$ cat src/rtl/alu_pkg.sv
// alu_pkg: shared opcode enum and data width for the ALU and control decoder
package alu_pkg;
  localparam int DW = 8;
  typedef enum logic [2:0] {
    AND  = 3'd0,
    ADD  = 3'd1,
    SUB  = 3'd2,
    OR   = 3'd3,
    LSH  = 3'd4,
    RSH  = 3'd5,
    CMP  = 3'd6,
    PASS = 3'd7
  } alu_op_t;
endpackage

$ cat src/rtl/alu_shifter.sv
// alu_shifter: logical shift of val by the full 8-bit amt; right=1 shifts right; sco is the last bit shifted out
module alu_shifter
  import alu_pkg::*;
(
  input  logic [DW-1:0] val,
  input  logic [DW-1:0] amt,
  input  logic          right,
  output logic [DW-1:0] shifted,
  output logic          sco
);
  logic [DW:0] lsh, rsh;
  logic        big;
  // A guard bit above (left) or below (right) the value catches the last bit shifted out.
  assign lsh = {1'b0, val} << amt[3:0];
  assign rsh = {val, 1'b0} >> amt[3:0];
  assign big = amt > 8'(DW);
  assign shifted = big ? '0 : right ? rsh[DW:1] : lsh[DW-1:0];
  assign sco = big ? 1'b0 : right ? rsh[0] : lsh[DW];
endmodule

$ cat src/rtl/alu.sv
// alu: 8-bit combinational ALU (Rslt/Zero/Par/SCo) with registered flag copies (ZeroQ/ParQ/SCoQ), async active-high Reset
module alu
  import alu_pkg::*;
(
  input  logic          Clk,
  input  logic          Reset,
  input  logic [DW-1:0] DatA,
  input  logic [DW-1:0] DatB,
  input  logic [2:0]    ALUop,
  output logic [DW-1:0] Rslt,
  output logic          Zero,
  output logic          Par,
  output logic          SCo,
  output logic          ZeroQ,
  output logic          ParQ,
  output logic          SCoQ
);
  alu_op_t     op;
  logic [DW:0] sum, diff;
  logic [DW-1:0] sh;
  logic        sh_co;
  assign op = alu_op_t'(ALUop);
  assign sum = {1'b0, DatA} + {1'b0, DatB};
  // Bit DW of the widened difference is the unsigned borrow.
  assign diff = {1'b0, DatA} - {1'b0, DatB};
  alu_shifter u_shifter (
    .val    (DatB),
    .amt    (DatA),
    .right  (op == RSH),
    .shifted(sh),
    .sco    (sh_co)
  );
  always_comb begin
    Rslt = '0;
    SCo = 1'b0;
    case (op)
      AND:  Rslt = DatA & DatB;
      ADD:  {SCo, Rslt} = sum;
      SUB:  {SCo, Rslt} = diff;
      OR:   Rslt = DatA | DatB;
      LSH,
      RSH:  {SCo, Rslt} = {sh_co, sh};
      CMP:  Rslt = {6'd0, DatA > DatB, DatA != DatB};
      PASS: Rslt = DatB;
      default: Rslt = '0;
    endcase
  end
  assign Zero = Rslt == '0;
  assign Par = ^Rslt;
  always_ff @(posedge Clk or posedge Reset)
    if (Reset) {ZeroQ, ParQ, SCoQ} <= 3'b000;
    else {ZeroQ, ParQ, SCoQ} <= {Zero, Par, SCo};
endmodule

$ cat config.mk
export PLATFORM = sky130hd
export DESIGN_NAME = alu
export DESIGN_NICKNAME = d
export VERILOG_FILES = /design/src/rtl/alu_pkg.sv /design/src/rtl/alu_shifter.sv /design/src/rtl/alu.sv
export SDC_FILE = /design/constraint.sdc
export NUM_CORES = 1
export LEC_CHECK = 0
export ABC_AREA = 1
export CAP_MARGIN = 5
export CORE_MARGIN = 2
export CORE_UTILIZATION = 55
export DETAILED_ROUTE_END_ITERATION = 16
export GPL_TIMING_DRIVEN = 0
export HOLD_SLACK_MARGIN = 0.06
export PLACE_DENSITY = 0.88
export SLEW_MARGIN = 10
export SYNTH_ARGS = -nofsm -noshare
export SYNTH_HDL_FRONTEND = slang
export SYNTH_HIERARCHICAL = 1
export SYNTH_SLANG_ARGS = --single-unit
$ cat constraint.sdc
create_clock -name Clk -period 5.4 [get_ports Clk]
set_clock_uncertainty 0.2 [all_clocks]
set_input_delay 0.81 -clock Clk [delete_from_list [all_inputs] [get_ports Clk]]
set_output_delay 0.81 -clock Clk [all_outputs]
set_load 0.1 [all_outputs]
==> summary.md <==
| Metric | Value |
|---|---|
| Outcome | finished, final reports clean |
| Leakage | 1.44 nW |
| Num rows | 23 |
| 1st-iter DRT viols | 272 |
| Comb pwr share | 0.817 |
| Crit-path max FO | 10 |
| Drt drc | 0 |
| VDD IR max | approximately 230 uV |
| Via/cell ratio | 5.56 |
| # IOs | 35 |
| Synth Instances | 426 |
| IO buf count | 34 |
| Syn avg cell area | 5.42 um2 |
| Slew headroom | 0.347 |
| Clock slew at reported path FFs | 0.03 ns |
| DP Wirelength | 5850 um |
| Final Max Tran Viols | 0 |
| GRT Overall Usage | 0.318 |
| Startpoint Class | input port |
| Die area | 0.00473 mm2 |
| Post-synth EDFFs | 0 |
| Post-CTS setup buffers | 0 |
| Top cells by count, synth | 129 x nand2_1, 59 x inv_1, 52 x nand3_1 |
| Post-DP Area | 0.00272 mm2 |
| Met1 Usage GRT | 0.365 |
| Crit. End Element | output pin |
| NetSw | approximately 330 uW |
| Syn nets | 477 |
| Yosys warnings | 6 |
| Cell Int Power | about 200 uW |
| Final net count | just over 500 |
| Final setup viols | 0 |
| Clock tree from TritonCTS | done |
| Vias | 2859 |
| Total clock sinks | 3 |
| Routed Antenna Nets | 0 |
| Data arrival time of the worst path | roughly 4.2 ns |
| RSZ-0062 raised after global routing | false |
| Initial antenna violation count | 0 |
| Placed cells | 510 |
| Async set or reset register ratio after synthesis | 1.00 |
| Max Root-Sink Buffers | 2 |
| Yosys top cell area share | 0.210 |
| Worst Path Required | 4.39 ns |
| #FFs+latches synth | 3 |
| Hold Fails Final Rpt | 0 |
| DR pass1 iterations | 6 |
| Synth cell types | 36 |
| Clock power share | 0.127 |
| RePlAce Congestion | 0.986 |
| Reg power frac | 0.056 |
| Number of global-route vias before repair | 2610 |
| Met2 Use GR | 0.621 |
| Routed wire length | 7030 um |
| GRT overflow | 0 |
| Layout cell share with drive strength beyond 1 | 0.114 |
| Max Cap Viol | 0 |
| Die Y-Extent | 68.8 um |
| Largest net degree at the start of global routing | 11 |
| Slew @ Worst Pin | roughly 0.98 ns |
| First-pass GRT wire length | 11400 um |
| Final instance area | 0.00276 mm2 |
| Yosys top cell by area | nand2_1 |
| Crit path time final | 5.21 ns |
| H-tree levels | 1 |
| Inserted Clock Buffers | 3 |
| Count leader, synth | nand2_1 |
| Met3 usage | 0.0146 |
| Mapped Area | 0.00231 mm2 |
| CTS Root Cell | clkbuf_8 |
| Die X | approximately 70 um |
| FMAX | between 150 and 200 MHz |
| P&R area growth vs syn | 19.5% |
| Most frequently used flop master after synthesis | dfrtp_1 |
| Fin crit share | 0.965 |
| Finished Layout Cells | approximately 500 |
| Switching Fraction | 0.624 |
| Top post-synthesis cells by area | nand2_1 21%, ha_1 15%, nand3_1 11% |
| Average wire per standard cell | between 10 and 15 um |
| Core ar. | 0.00403 mm2 |
| PwrDens | 192 mW/mm2 |
| Setup CP Type | in -> out |
| Antenna diodes | 0 |
| Sequential area share after synthesis | 0.0325 |
| Initial Util | 0.573 |
| Busiest layer in global routing | met2 |
| Hold crit path type | in -> async |
| Sum Neg Setup Slack | 0 ns |
metrics by stage:
step | setup WS [ns] | util | hold slack (ns) | power (mW)
after floorplan | 0.0988 | - | 0.364 | 0.357
after global placement | -0.494 | 0.675 | 0.782 | 0.454
after detailed placement | -0.561 | 0.675 | 0.796 | 0.463
after CTS | 0.0000409 | 0.686 | 0.572 | 0.528
after global routing | 0.00308 | 0.684 | 0.590 | 0.565
final | 0.190 | 0.684 | 0.565 | 0.529
placed cells by master (no fill, tap or decap), types with 2 or more instances in the layout:
cell type          n
fa_1               2
nand3b_1           2
buf_4              4
nand4_1           10
buf_2              4
inv_4              2
or2_0              2
nand3_1           52
buf_6              4
nor3_2             2
o21ai_1            4
clkdlybuf4s50_1   32
nor3_1             2
inv_2              9
clkbuf_8           3
or2_2              3
a21oi_2            2
o21ai_0            5
nand2_2            5
nor2_2             4
o211ai_1           6
a21oi_1           20
nor3b_1            2
nor2_1            44
nand2_1          129
nor2_4             6
o21ai_2            2
ha_1              28
dfrtp_1            3
inv_1             59
worst max-delay path, cell delays in order:
cell	delay, ns
clkdlybuf4s50_1	0.73
inv_4	0.08
nor2_1	0.12
buf_4	0.19
inv_2	0.07
buf_6	0.14
nand3_1	0.12
nand2_1	0.07
o21a_1	0.18
inv_1	0.06
nor2_1	0.05
nor3_1	0.21
nand2_1	0.12
nor3_1	0.16
ha_1	0.27
xnor2_1	0.30
xnor2_2	0.17
clkbuf_4	0.36
flip-flops by register name, summed over array words and instances, names as in the netlist:
signal  flops
ParQ        1
ZeroQ       1
SCoQ        1
cell families (layout without fill, tap and decap cells):
group                      after synthesis  count (layout)  synth area share
AOI/OAI and AO/OA                       44              44             0.113
xor gates and xnor gates                 3               3            0.0114
adders and majority gates               30              30             0.169
buffers and inverters                   82             120             0.157
DFF                                      3               3            0.0325
and+or+nand+nor                        264             264             0.516
power groups by stage:
stage	logic [mW]	clock network, mW	registers, mW
2_1_floorplan	0.290	0	0.0661
3_3_place_gp	0.424	0	0.0293
3_5_place_dp	0.433	0	0.0298
4_1_cts	0.432	0.0662	0.0295
5_1_grt	0.465	0.0702	0.0301
6_report	0.433	0.0673	0.0294
worst max path at each step:
stage / start / end / slack, ns / cells past startpoint
after floorplan: DatA[0] / Par / 0.1 / 12
after global placement: ALUop[2] / Par / -0.49 / 18
after detailed placement: ALUop[2] / Par / -0.56 / 18
after CTS: ALUop[2] / Par / 0.00004 / 18
after global routing: ALUop[2] / Par / 0.003 / 19
final: ALUop[2] / Par / 0.19 / 18
cell type report:
cell class	instances	area, um2
buffer	12	95.1
inverter	70	268
sequential	3	75.1
timing repair buffer	34	333
multi-input combinational	341	1880
clock buffer	4	45.0
tap	50	62.6
fill	430	1270
routing by layer:
| layer | vias to the layer above | share of wire |
|---|---|---|
| li1 | 1428 | - |
| met1 | 1301 | 0.41 |
| met4 | 0 | 0.025 |
| met2 | 109 | 0.51 |
| met3 | 21 | 0.048 |
| met5 | - | 0 |
what timing repair did:
action,in CTS,in global routing
hold buffers,0,0
gates resized for setup,4,5
endpoints found under the setup margin,2,2
(Power assumes the default switching activity.)
